File: src/rtl/snake_vga_pkg.sv
// snake_vga_pkg: 640x480@60 timing, RRRGGGBB colour constants and helpers for the VGA front end.
package snake_vga_pkg;
    localparam int H_ACTIVE = 640;
    localparam int H_FP = 16;
    localparam int H_SYNC = 96;
    localparam int H_BP = 48;
    localparam int H_TOTAL = H_ACTIVE + H_FP + H_SYNC + H_BP;
    localparam int V_ACTIVE = 480;
    localparam int V_FP = 10;
    localparam int V_SYNC = 2;
    localparam int V_BP = 33;
    localparam int V_TOTAL = V_ACTIVE + V_FP + V_SYNC + V_BP;
    localparam int R_W = 3;
    localparam int G_W = 3;
    localparam int B_W = 2;
    localparam int COLOR_W = R_W + G_W + B_W;
    localparam logic [COLOR_W-1:0] BORDER = 8'b001_001_01;
    localparam logic [COLOR_W-1:0] BLACK = '0;
    typedef struct packed {
        logic hs;
        logic vs;
        logic active;
        logic strobe;
    } raw_t;
    function automatic int clog2(input int v);
        for (int r = 0; r < 31; r++)
            if ((1 << r) >= v) return r;
        return 31;
    endfunction
endpackage

File: src/rtl/vga_timing.sv
// vga_timing: pixel strobe, raster counters, raw sync/active and the frame_start pulse.
module vga_timing
    import snake_vga_pkg::*;
#(
    parameter int CLK_DIV = 2,
    parameter int H_ACTIVE = snake_vga_pkg::H_ACTIVE,
    parameter int H_FP = snake_vga_pkg::H_FP,
    parameter int H_SYNC = snake_vga_pkg::H_SYNC,
    parameter int H_BP = snake_vga_pkg::H_BP,
    parameter int V_ACTIVE = snake_vga_pkg::V_ACTIVE,
    parameter int V_FP = snake_vga_pkg::V_FP,
    parameter int V_SYNC = snake_vga_pkg::V_SYNC,
    parameter int V_BP = snake_vga_pkg::V_BP
) (
    input  logic       clk,
    input  logic       reset,
    output logic       pix_en,
    output logic [9:0] hcnt,
    output logic [9:0] vcnt,
    output logic       hs_raw,
    output logic       vs_raw,
    output logic       active,
    output logic       frame_start
);
    localparam int HT = H_ACTIVE + H_FP + H_SYNC + H_BP;
    localparam int VT = V_ACTIVE + V_FP + V_SYNC + V_BP;
    localparam int DW = CLK_DIV > 1 ? clog2(CLK_DIV) : 1;
    logic [DW-1:0] dcnt;
    logic h_end, v_end;
    assign pix_en = dcnt == '0;
    assign h_end = hcnt == 10'(HT - 1);
    assign v_end = vcnt == 10'(VT - 1);
    always_ff @(posedge clk) begin
        if (reset) begin
            dcnt <= '0;
            hcnt <= '0;
            vcnt <= '0;
        end else begin
            dcnt <= (dcnt == DW'(CLK_DIV - 1)) ? '0 : dcnt + 1'b1;
            if (pix_en) begin
                hcnt <= h_end ? '0 : hcnt + 1'b1;
                if (h_end) vcnt <= v_end ? '0 : vcnt + 1'b1;
            end
        end
    end
    assign hs_raw = !(hcnt >= 10'(H_ACTIVE + H_FP) && hcnt < 10'(H_ACTIVE + H_FP + H_SYNC));
    assign vs_raw = !(vcnt >= 10'(V_ACTIVE + V_FP) && vcnt < 10'(V_ACTIVE + V_FP + V_SYNC));
    assign active = hcnt < 10'(H_ACTIVE) && vcnt < 10'(V_ACTIVE);
    assign frame_start = pix_en && h_end && v_end;
endmodule

File: src/rtl/snake_vga_frontend.sv
// snake_vga_frontend: VGA scan, evaluator-latency alignment to the DAC pins and the game tick divider.
module snake_vga_frontend
    import snake_vga_pkg::*;
#(
    parameter int CLK_DIV = 2,
    parameter int H_ACTIVE = snake_vga_pkg::H_ACTIVE,
    parameter int H_FP = snake_vga_pkg::H_FP,
    parameter int H_SYNC = snake_vga_pkg::H_SYNC,
    parameter int H_BP = snake_vga_pkg::H_BP,
    parameter int V_ACTIVE = snake_vga_pkg::V_ACTIVE,
    parameter int V_FP = snake_vga_pkg::V_FP,
    parameter int V_SYNC = snake_vga_pkg::V_SYNC,
    parameter int V_BP = snake_vga_pkg::V_BP,
    parameter int LATENCY = 2,
    parameter int FRAMES_PER_TICK = 6,
    parameter logic [COLOR_W-1:0] BORDER_COLOR = BORDER
) (
    input  logic               clk,
    input  logic               reset,
    input  logic               run,
    input  logic [COLOR_W-1:0] color_in,
    input  logic               color_valid_in,
    output logic [9:0]         eval_x,
    output logic [9:0]         eval_y,
    output logic               hsync,
    output logic               vsync,
    output logic [COLOR_W-1:0] rgb,
    output logic               frame_start,
    output logic               game_tick
);
    localparam int FW = FRAMES_PER_TICK > 1 ? clog2(FRAMES_PER_TICK) : 1;
    logic pix_en, pix_new, hs_raw, vs_raw, active, tick_frame;
    logic [FW-1:0] fcnt;
    raw_t dl [LATENCY];
    raw_t tap;
    vga_timing #(
        .CLK_DIV(CLK_DIV), .H_ACTIVE(H_ACTIVE), .H_FP(H_FP), .H_SYNC(H_SYNC), .H_BP(H_BP),
        .V_ACTIVE(V_ACTIVE), .V_FP(V_FP), .V_SYNC(V_SYNC), .V_BP(V_BP)
    ) u_timing (
        .clk(clk), .reset(reset), .pix_en(pix_en), .hcnt(eval_x), .vcnt(eval_y),
        .hs_raw(hs_raw), .vs_raw(vs_raw), .active(active), .frame_start(frame_start)
    );
    assign tap = dl[LATENCY-1];
    assign tick_frame = frame_start && run;
    assign game_tick = tick_frame && fcnt == FW'(FRAMES_PER_TICK - 1);
    // pix_new marks the first clk a new eval_x/eval_y is visible, so the tap lines up with color_in
    always_ff @(posedge clk) begin
        if (reset) begin
            pix_new <= 1'b1;
            for (int i = 0; i < LATENCY; i++) dl[i] <= '0;
            hsync <= 1'b1;
            vsync <= 1'b1;
            rgb <= BLACK;
            fcnt <= '0;
        end else begin
            pix_new <= pix_en;
            dl[0] <= '{hs: hs_raw, vs: vs_raw, active: active, strobe: pix_new};
            for (int i = 1; i < LATENCY; i++) dl[i] <= dl[i-1];
            if (tap.strobe) begin
                hsync <= tap.hs;
                vsync <= tap.vs;
                rgb <= tap.active ? (color_valid_in ? color_in : BORDER_COLOR) : BLACK;
            end
            if (tick_frame) fcnt <= game_tick ? '0 : fcnt + 1'b1;
        end
    end
endmodule
File: config.mk
export PLATFORM = sky130hd
export DESIGN_NAME = snake_vga_frontend
export DESIGN_NICKNAME = d
export VERILOG_FILES = /design/src/rtl/snake_vga_pkg.sv /design/src/rtl/vga_timing.sv /design/src/rtl/snake_vga_frontend.sv
export SDC_FILE = /design/constraint.sdc
export NUM_CORES = 1
export LEC_CHECK = 0
export ABC_AREA = 1
export BUFFER_PORTS_ARGS = -buffer_cell sky130_fd_sc_hd__buf_4
export CAP_MARGIN = 20
export CORE_MARGIN = 1
export CORE_UTILIZATION = 40
export CTS_BUF_LIST = sky130_fd_sc_hd__clkbuf_4 sky130_fd_sc_hd__clkbuf_8
export DETAILED_ROUTE_END_ITERATION = 8
export GPL_TIMING_DRIVEN = 0
export PLACE_DENSITY = 0.66
export SYNTH_ARGS = -nofsm -noshare
export SYNTH_HDL_FRONTEND = slang
export SYNTH_SLANG_ARGS = --single-unit
File: constraint.sdc
create_clock -name clk -period 1.5 [get_ports clk]
set_clock_uncertainty 0.05 [all_clocks]
set_input_delay 0.3 -clock clk [delete_from_list [all_inputs] [get_ports clk]]
set_output_delay 0.3 -clock clk [all_outputs]
set_load 0.02 [all_outputs]
==> flow_summary.toml, run 1 <==
[global_routing]
grt_pass1_vias = 1635
grt-busiest-layer = "met2"
grt_max_degree = 16
grt_usage_pct = 17.8
grt_pass1_wl_microns = 7230
use_met3_pct = 4.28
antenna_found_initial = 0
use_met2_pct = 28.8
grt_overflow = 0
use_met1_pct = 23.1

[layout]
seq_area_sq_um = 887
drive_gt1_share_pct = 36.8
fin_util_pct = 58.0
final_area_sq_um = 2760
area_delta_synth_final_pct = 38.1
layout_common_cells = "buf_4 (54), nand2_1 (44), nor2_1 (36), inv_1 (33), dfxtp_1 (30)"
fill_cells = 490
multiInputGateArea_sq_um = 1060
num_antenna_cells = 0
final_common_cell = "buf_4"
fin_nets = 346

[power]
ir_drop_mv = 0.391
power_density_nw_per_um2 = 770
leakagePower_nw = 1.22
fin_total_pwr_mw = 2.13

[floorplanning]
core_area_sq_um = 4750
die_height_microns = 72.7
rows = 25
initial_core_util_pct = 42.0
die_area_sq_um = 5280
io_pins = 44
fp.dieW_microns = 72.7

[synth]
ys_warn_count = 0
syn-num-nets = 280
syn_area_sq_um = 2000
avgSynthCellArea_sq_um = 7.63
syn_inst = 262
ys_types = 30
synth_seq_cells = 43
seq_area_frac_synth_pct = 43.1

[sta]
hold_ws_ps = 182
tightest_slew_ps = 560
fmax_ghz = 0.530
fin_ws_ps = -388
fin_crit_ps = 1890
drv_slew = 0
finalSetupTns_ps = -1680
period_share_pct = 126
hold_violations = 0
rsz0062_at_grt = "yes"
slew_headroom_pct = 62.7
setup_violations = 5

[detailed_routing]
drtIter0Drc = 50
wl_per_cell_microns = 11.5
drc_errors = 0
viasPerCell = 4.62
vias = 1831
wl_microns = 4540
ant_nets = 0
firstDrtPassIters = 4

[clock_tree]
cts_made_buffers = 5
htree_levels = 2
hold_buffers = 0
cts_num_sinks = 43
clk_pin_slew_ps = 90
cts_buffer_depth = 2
clock_latency_ps = 300
cts_root_buf = "clkbuf_8"
cts_tree = "done"

[critical_path]
startpoint = "u_timing.vcnt[0]$_SDFFE_PP0N_"
r2r_setup_slack_ps = -310
rr_startpoint = "u_timing.vcnt[0]$_SDFFE_PP0N_"
cp_max_fo = 3
crit_type = "reg2out"
required_ps = 1150
rr_endpoint = "fcnt[2]$_SDFFE_PP0P_"
worst_setup_path_start_kind = "register"
worstPathArrival_ps = 1540
endpoint_kind = "primary output"
rr_worst_depth = 13

[worst_hold_path]
hold_depth = 3
min_path_type = "in2reg"
hold_path.startpoint = "color_in[7]"
hold_end = "rgb[7]$_SDFFE_PP0P_"

[placed_design]
place_area_sq_um = 2460
io_buffers = 42
hpwl_microns = 3160
place.gp.congestion = 0.839

[status]
status = "complete, but fails checks"
violations = "negative setup slack"

[run]
cap_violations = 0
==> synth_stat cells, drive strengths merged <==
library cell	count	share of area (%)
xnor2	1	0.44
dfxtp	43	43
a21oi	12	3.2
nand3b	1	0.56
inv	42	7.9
nor2	47	11
nor4	3	0.94
clkinv	1	0.19
a21boi	1	0.38
nand2	52	11
a22oi	5	1.9
a31oi	2	0.63
clkbuf	3	0.56
nor3	7	2.3
nand3	15	4.0
ha	6	3.8
nor3b	1	0.38
xor2	3	1.3
o21ai	6	1.5
o211ai	1	0.38
nand4	10	4.6
==> registers in the layout, summed over array words and instances, names as in the netlist <==
name	flops
u_timing.dcnt	1
vsync	1
fcnt	3
u_timing.hcnt	10
dl	8
hsync	1
pix_new	1
u_timing.vcnt	10
rgb	8
==> logic make-up (layout without fill, tap and decap cells) <==
logic type,count (synthesis),count (layout),share of synthesized area (%)
xor gates and xnor gates,4,4,1.75
and+or+nand+nor,136,136,34.8
adders and majority gates,6,6,3.76
buffers and inverters,46,113,8.64
AOI/OAI and AO/OA,27,27,7.95
DFF,43,43,43.1
==> what timing repair did <==
item	4_1_cts	5_1_grt
pin swaps	7	6
buffers inserted	11	7
gates resized for setup	5	17
setup endpoints to repair	4	18
==> where the power goes <==
part | switching, mW | internal, mW
combinational | 0.0965 | 0.0708
sequential | 0.0225 | 1.17
clock | 0.434 | 0.333
==> worst max-delay path by stage <==
stage | end | slack, ps | cells past startpoint
2_1_floorplan | game_tick | -140 | 8
4_1_cts | game_tick | -400 | 9
5_1_grt | game_tick | -470 | 9
3_3_place_gp | game_tick | -170 | 8
6_report | game_tick | -390 | 9
3_5_place_dp | game_tick | -180 | 8
==> layer usage <==
layer | up-vias | part of all wire (%)
met5 | - | 0
met4 | 0 | 1.2
met3 | 6 | 4.3
met2 | 41 | 46
met1 | 813 | 48
li1 | 971 | -
==> layout make-up <==
class | instances | share of cell area, %
clock buffer | 5 | 2.49
tap | 67 | 3.04
timing repair buffer | 59 | 16.7
clock inverter | 3 | 0.862
buffer | 3 | 0.408
multi-input combinational | 173 | 38.3
inverter | 43 | 6.03
sequential | 43 | 32.2
==> worst max-delay path, stage by stage (launching register included) <==
cell     delay [ps]
dfxtp_4         360
inv_4            60
ha_4            130
nand2_4          40
nor2_4           80
nand4_1         140
nor2_4          150
nand3_2          90
inv_2            60
buf_6           100
==> metrics by stage <==
| step | instances | setup WS (ps) |
|---|---|---|
| floorplan | 262 | -140 |
| global placement | 371 | -171 |
| detailed placement | 371 | -179 |
| CTS | 390 | -397 |
| global route | 396 | -475 |
| finish | 396 | -388 |
(Power assumes the default switching activity.)
==> run 2, diff against run 1 <==
ABC_AREA = unset   (was 1)
==> run 2 against run 1 <==
Net effect:
- the flow still finishes with violations (negative setup slack)
- combinational power grew 9.6%
- die area shrank 2.2%
- routed wire length grew 8.4%
- cell area grew 4.7%
- worst hold slack gained 37 ps
- clock power grew 41%
- sequential power is essentially flat
- synthesized area shrank 2.3%
- critical endpoint unchanged
==> flow_summary.toml, run 2 <==
[status]
violations = "negative setup slack"
status = "complete, but fails checks"

[synth]
yosysMostFrequentCell = "dfxtp_1"
async_reset_ff_share_pct = 0
ys_types = 41
ys_top_cells_by_count = "dfxtp_1 (43), nor2_1 (18), nand3_1 (16)"
yosysTopAreaCellShare_pct = 44.1
synth_edf_count = 0
synth_seq_cells = 43
seq_area_frac_synth_pct = 44.1
syn_area_sq_um = 1950
syn-num-nets = 222
syn_inst = 204
ys_warn_count = 0
synth_area_leader_cell = "dfxtp_1"
yosys-top-cells-area = "dfxtp_1 (44%), nand3_1 (4.1%), ha_1 (3.8%), xnor2_1 (3.6%), nor2_1 (3.5%)"
avgSynthCellArea_sq_um = 9.57
synth-main-ff-cell = "dfxtp_1"

[critical_path]
startpoint = "u_timing.hcnt[0]$_SDFFE_PP0N_"
rr_endpoint = "fcnt[2]$_SDFFE_PP0P_"
crit_type = "reg2out"
worstPathArrival_ps = 1650
cp_max_fo = 4
rr_worst_depth = 9
rr_startpoint = "u_timing.hcnt[0]$_SDFFE_PP0N_"
cp-endpoint = "game_tick"
r2r_setup_slack_ps = -320
required_ps = 1150
endpoint_kind = "primary output"
worst_setup_path_start_kind = "register"

[detailed_routing]
viasPerCell = 5.13
drtIter0Drc = 87
ant_nets = 0
drc_errors = 0
firstDrtPassIters = 4
wl_microns = 4910
vias = 1754
wl_per_cell_microns = 14.4

[run]
cap_violations = 0

[floorplanning]
fp.dieW_microns = 71.9
rows = 25
io_pins = 44
die_area_sq_um = 5170
initial_core_util_pct = 41.4
core_area_sq_um = 4720
die_height_microns = 71.9

[sta]
finalSetupTns_ps = -3060
period_share_pct = 134
fmax_ghz = 0.499
rsz0062_at_grt = "yes"
hold_violations = 0
fin_crit_ps = 2000
fin_ws_ps = -503
setup_violations = 17
slew_headroom_pct = 62.7
tightest_slew_ps = 559
drv_slew = 0

[global_routing]
grt_usage_pct = 19.2
grt_pass1_wl_microns = 7620
antenna_found_initial = 0
grt_overflow = 0
grt_pass1_vias = 1615
grt_max_degree = 15

[layout]
drive_gt1_share_pct = 44.0
area_delta_synth_final_pct = 47.9
fill_cells = 382
top_regs = "u_timing.hcnt (10), u_timing.vcnt (10)"
seq_area_sq_um = 891
fin_cells = 342
final_common_cell = "buf_4"
layout_common_cells = "buf_4 (55), dfxtp_1 (29), nor2_1 (17), nand3_1 (13), a21oi_1 (11)"
multiInputGateArea_sq_um = 1200
num_antenna_cells = 0
fin_nets = 292

[power]
power_density_nw_per_um2 = 851
fin_total_pwr_mw = 2.46
leakagePower_nw = 1.18
ir_drop_mv = 0.618

[placed_design]
dpl.cell_count = 313
hpwl_microns = 3020
io_buffers = 42
place.gp.congestion = 0.783

[clock_tree]
cts_made_buffers = 5
cts_tree = "done"
htree_levels = 2
cts_buffer_depth = 2
clk_pin_slew_ps = 90
cts_num_sinks = 43
clock_latency_ps = 300
hold_buffers = 0
cts_root_buf = "clkbuf_8"

[worst_hold_path]
min_path_type = "in2reg"
## run 2: changes by cell type in the layout (fill, tap and decap cells not counted), sizes merged, moves of 5 or more
cell / change
nor2b: +8
nand2: -48
nand4b: +5
buf: +8
a22oi: -5
nor2: -29
xnor2: +7
nand2b: +10
inv: -36
nand4: -6
## run 2: worst min-delay path by stage
| stage | startpoint | to | slack (ps) | cells past startpoint |
|---|---|---|---|---|
| finish | color_in[4] | rgb[4]$_SDFFE_PP0P_ | 220 | 3 |
| global route | color_in[3] | rgb[3]$_SDFFE_PP0P_ | 220 | 3 |
| CTS | color_in[6] | rgb[6]$_SDFFE_PP0P_ | 210 | 3 |
| detailed placement | dl[0][3]$_SDFF_PP0_ | dl[0][7]$_SDFF_PP0_ | 370 | 1 |
| global placement | dl[0][3]$_SDFF_PP0_ | dl[0][7]$_SDFF_PP0_ | 370 | 1 |
| floorplan | pix_new$_SDFF_PP1_ | dl[0][0]$_SDFF_PP0_ | 360 | 1 |
## run 2: worst max-delay path, cell delays in order (launching register included)
cell and delay, ps:
dfxtp_4 370, ha_4 130, and4b_1 200, buf_6 110
nand4_1 170, nor3_4 230, buf_6 140
## run 2: cells by family (layout without fill, tap and decap cells)
family	count (synthesis)	after routing	share of synthesized area [%]
AND/OR/NAND/NOR	98	98	32.9
buffers and inverters	14	85	2.95
XOR/XNOR	14	14	6.28
adder cells (fa/ha/maj)	6	6	3.84
AO/OA/AOI/OAI	27	27	8.90
flip-flops	43	43	44.1
multiplexers	2	2	1.03
## run 2: what timing repair did
item	4_1_cts	5_1_grt
pin swaps	17	14
endpoints found under the hold margin	0	0
buffers inserted	22	7
cloned	0	0
endpoints found under the setup margin	16	31
gates resized for setup	17	25
## run 2: layer usage
metal | vias to the layer above | part of all wire [%] | GRT usage [%]
met5 | - | 0 | 0
met2 | 60 | 46 | 30.3
met3 | 10 | 5.7 | 5.06
met1 | 812 | 46 | 25.0
li1 | 872 | - | -
met4 | 0 | 2.2 | 7.41
## run 2: area by class of cell
cell class              instances  area share (%)
plain buffers                   7            1.21
multi-input cells             147            41.6
clock inverters                 3            2.30
flip-flops and latches         43            30.8
clock buffers                   5            2.38
well taps                      67            2.90
inverters                       6           0.953
repair buffers                 64            17.8
## run 2: per-stage QoR
| step | area (sq um) | setup slack, ps | util [%] | hold WS, ps |
|---|---|---|---|---|
| detailed placement | 2430 | -344 | 51.4 | 374 |
| global route | 2890 | -623 | 61.2 | 220 |
| floorplan | 2030 | -191 | - | 364 |
| global placement | 2430 | -344 | 51.4 | 367 |
| CTS | 2740 | -501 | 57.9 | 210 |
| finish | 2890 | -503 | 61.2 | 219 |
## run 2: report_power, final
| part | total (mW) | switching (mW) | internal (mW) | leakage (nW) |
|---|---|---|---|---|
| clock | 1.08 | 0.411 | 0.665 | 0.0687 |
| sequential | 1.20 | 0.0270 | 1.17 | 0.359 |
| combinational | 0.183 | 0.0934 | 0.0895 | 0.756 |
| total | 2.46 | 0.531 | 1.93 | 1.18 |
==> run 3, diff against run 2 <==
CORE_UTILIZATION = 50   (was 40)
HOLD_SLACK_MARGIN = 0.03   (was unset)
PLACE_DENSITY = 0.8   (was 0.66)
==> run 3 against run 2 <==
Net effect:
- first-iteration DRC count fell by 17%
- global-route usage rose by 6.1 points
- worst hold slack improved by 15 ps
- setup slack improved by 6.0 ps
- critical path depth fell by 2
- routed wire length rose by 5.1%
- the flow still finishes with violations (negative setup slack)
- sequential share of layout area rose by 0.92 points
- non-clock buffer count did not move
==> flow_summary.toml, run 3 (synthesis gave the netlist of run 2 again) <==
[critical_path]
rr_worst_depth = 6
worstPathArrival_ps = 1650
crit_type = "reg2out"
worst_setup_path_start_kind = "register"
critPathSlowestCell = "dfxtp_2"
r2r_setup_slack_ps = -250
cp_max_fo = 8
startpoint = "u_timing.hcnt[4]$_SDFFE_PP0N_"
rr_endpoint = "u_timing.vcnt[9]$_SDFFE_PP0N_"
endpoint_kind = "primary output"
cp-endpoint = "game_tick"
cp_cell_sequence = "and4b_2, nand4_1, nor3_4, buf_6"
crit_path_max_incr_delay_ps = 450
required_ps = 1150
rr_startpoint = "u_timing.hcnt[1]$_SDFFE_PP0N_"

[sta]
setup_violations = 22
fmax_ghz = 0.501
hold_violations = 0
fin_crit_ps = 2000
rsz0062_at_grt = "yes"
period_share_pct = 133
fin_ws_ps = -497
slew_headroom_pct = 57.8
drv_slew = 0
finalSetupTns_ps = -3380
tightest_slew_ps = 632

[detailed_routing]
ant_nets = 0
drc_errors = 0
wl_microns = 5170
viasPerCell = 5.60
wl_per_cell_microns = 16.0
firstDrtPassIters = 4
drtIter0Drc = 72
vias = 1809

[global_routing]
grt_pass1_wl_microns = 8100
grt_pass1_vias = 1776
grt_usage_pct = 25.3
grt_max_degree = 13
grt_overflow = 0
antenna_found_initial = 0

[layout]
fin_util_pct = 75.2
fill_cells = 287
final_common_cell = "buf_4"
drive_gt1_share_pct = 41.8
fin_cells = 323
area_delta_synth_final_pct = 43.0
top_regs = "u_timing.hcnt (10), u_timing.vcnt (10)"
num_antenna_cells = 0
final_area_sq_um = 2790
layout_common_cells = "buf_4 (58), dfxtp_1 (30), nor2_1 (17), nand3_1 (14), a21oi_1 (11)"
fin_nets = 292

[clock_tree]
clk_pin_slew_ps = 80
cts_tree = "done"
cts_num_sinks = 43
cts_made_buffers = 5
cts_buffer_depth = 2
hold_buffers = 0
cts_root_buf = "clkbuf_8"
clock_latency_ps = 300
htree_levels = 2

[worst_hold_path]
hold_depth = 3
hold_path.startpoint = "color_in[4]"
min_path_type = "in2reg"

[floorplanning]
io_pins = 44
die_area_sq_um = 4160
core_area_sq_um = 3720
initial_core_util_pct = 52.6
rows = 22
fp.dieW_microns = 64.5
die_height_microns = 64.5

[power]
power_density_nw_per_um2 = 761
ir_drop_mv = 0.631
leakagePower_nw = 1.16
fin_total_pwr_mw = 2.13

[placed_design]
place.gp.congestion = 0.784
dpl.cell_count = 294
io_buffers = 42
hpwl_microns = 3000
place_area_sq_um = 2400

[status]
violations = "negative setup slack"
status = "complete, but fails checks"

[run]
cap_violations = 0
[run 3: changes by cell type in the layout (fill, tap and decap cells not counted), moves of 2 or more]
cell       change
nor4_2         -3
buf_6          -4
xnor2_2        -2
inv_2          +2
xnor2_1        +2
nor4_4         +3
inv_4          -3
bufinv_16      -2
clkbuf_4       +2
buf_4          +3
[run 3: routing by layer]
metal	global-route usage, %	wire length (microns)	up-vias
li1	-	-	873
met5	0	0	-
met4	8.06	71	0
met2	44.6	2580	57
met1	29.8	2200	869
met3	6.16	314	10
[run 3: final cells by class]
class | count | area, sq um | share of cell area, %
multi-input cells | 147 | 1190 | 42.5
inverters | 6 | 22.5 | 0.806
clock inverters | 1 | 5.00 | 0.179
repair buffers | 64 | 512 | 18.3
flip-flops and latches | 43 | 887 | 31.8
plain buffers | 7 | 35.0 | 1.25
well taps | 48 | 60.1 | 2.15
clock buffers | 7 | 83.8 | 3.00
[run 3: where the power goes]
group	internal [mW]	leakage, nW	switching (mW)	total [mW]
Sequential	1.17	0.358	0.0284	1.20
Clock	0.363	0.0491	0.374	0.737
Combinational	0.0898	0.752	0.0957	0.185
[run 3: worst min path at each step]
| stage | end | slack, ps |
|---|---|---|
| after global placement | dl[0][0]$_SDFF_PP0_ | 370 |
| after global routing | rgb[3]$_SDFFE_PP0P_ | 250 |
| after CTS | rgb[4]$_SDFFE_PP0P_ | 230 |
| after floorplan | dl[0][0]$_SDFF_PP0_ | 360 |
| after detailed placement | vsync$_SDFFE_PP1P_ | 380 |
| final | rgb[4]$_SDFFE_PP0P_ | 230 |
[run 3: critical path: cells and delay by family (launching register included)]
family / cells / cell delay, ps
buf+inv: 1 / 140
flops: 1 / 450
simple gates: 3 / 770
[run 3: per-stage QoR]
stage          setup slack, ps  hold slack, ps
2_1_floorplan             -191             364
3_3_place_gp              -313             367
3_5_place_dp              -347             379
4_1_cts                   -491             232
5_1_grt                   -582             247
6_report                  -497             234
[run 3: repair_timing]
item | 4_1_cts | 5_1_grt
endpoints found under the setup margin | 16 | 31
gates cloned | 0 | 0
buffers inserted | 20 | 6
pin swaps | 9 | 10
gates resized for setup | 19 | 13
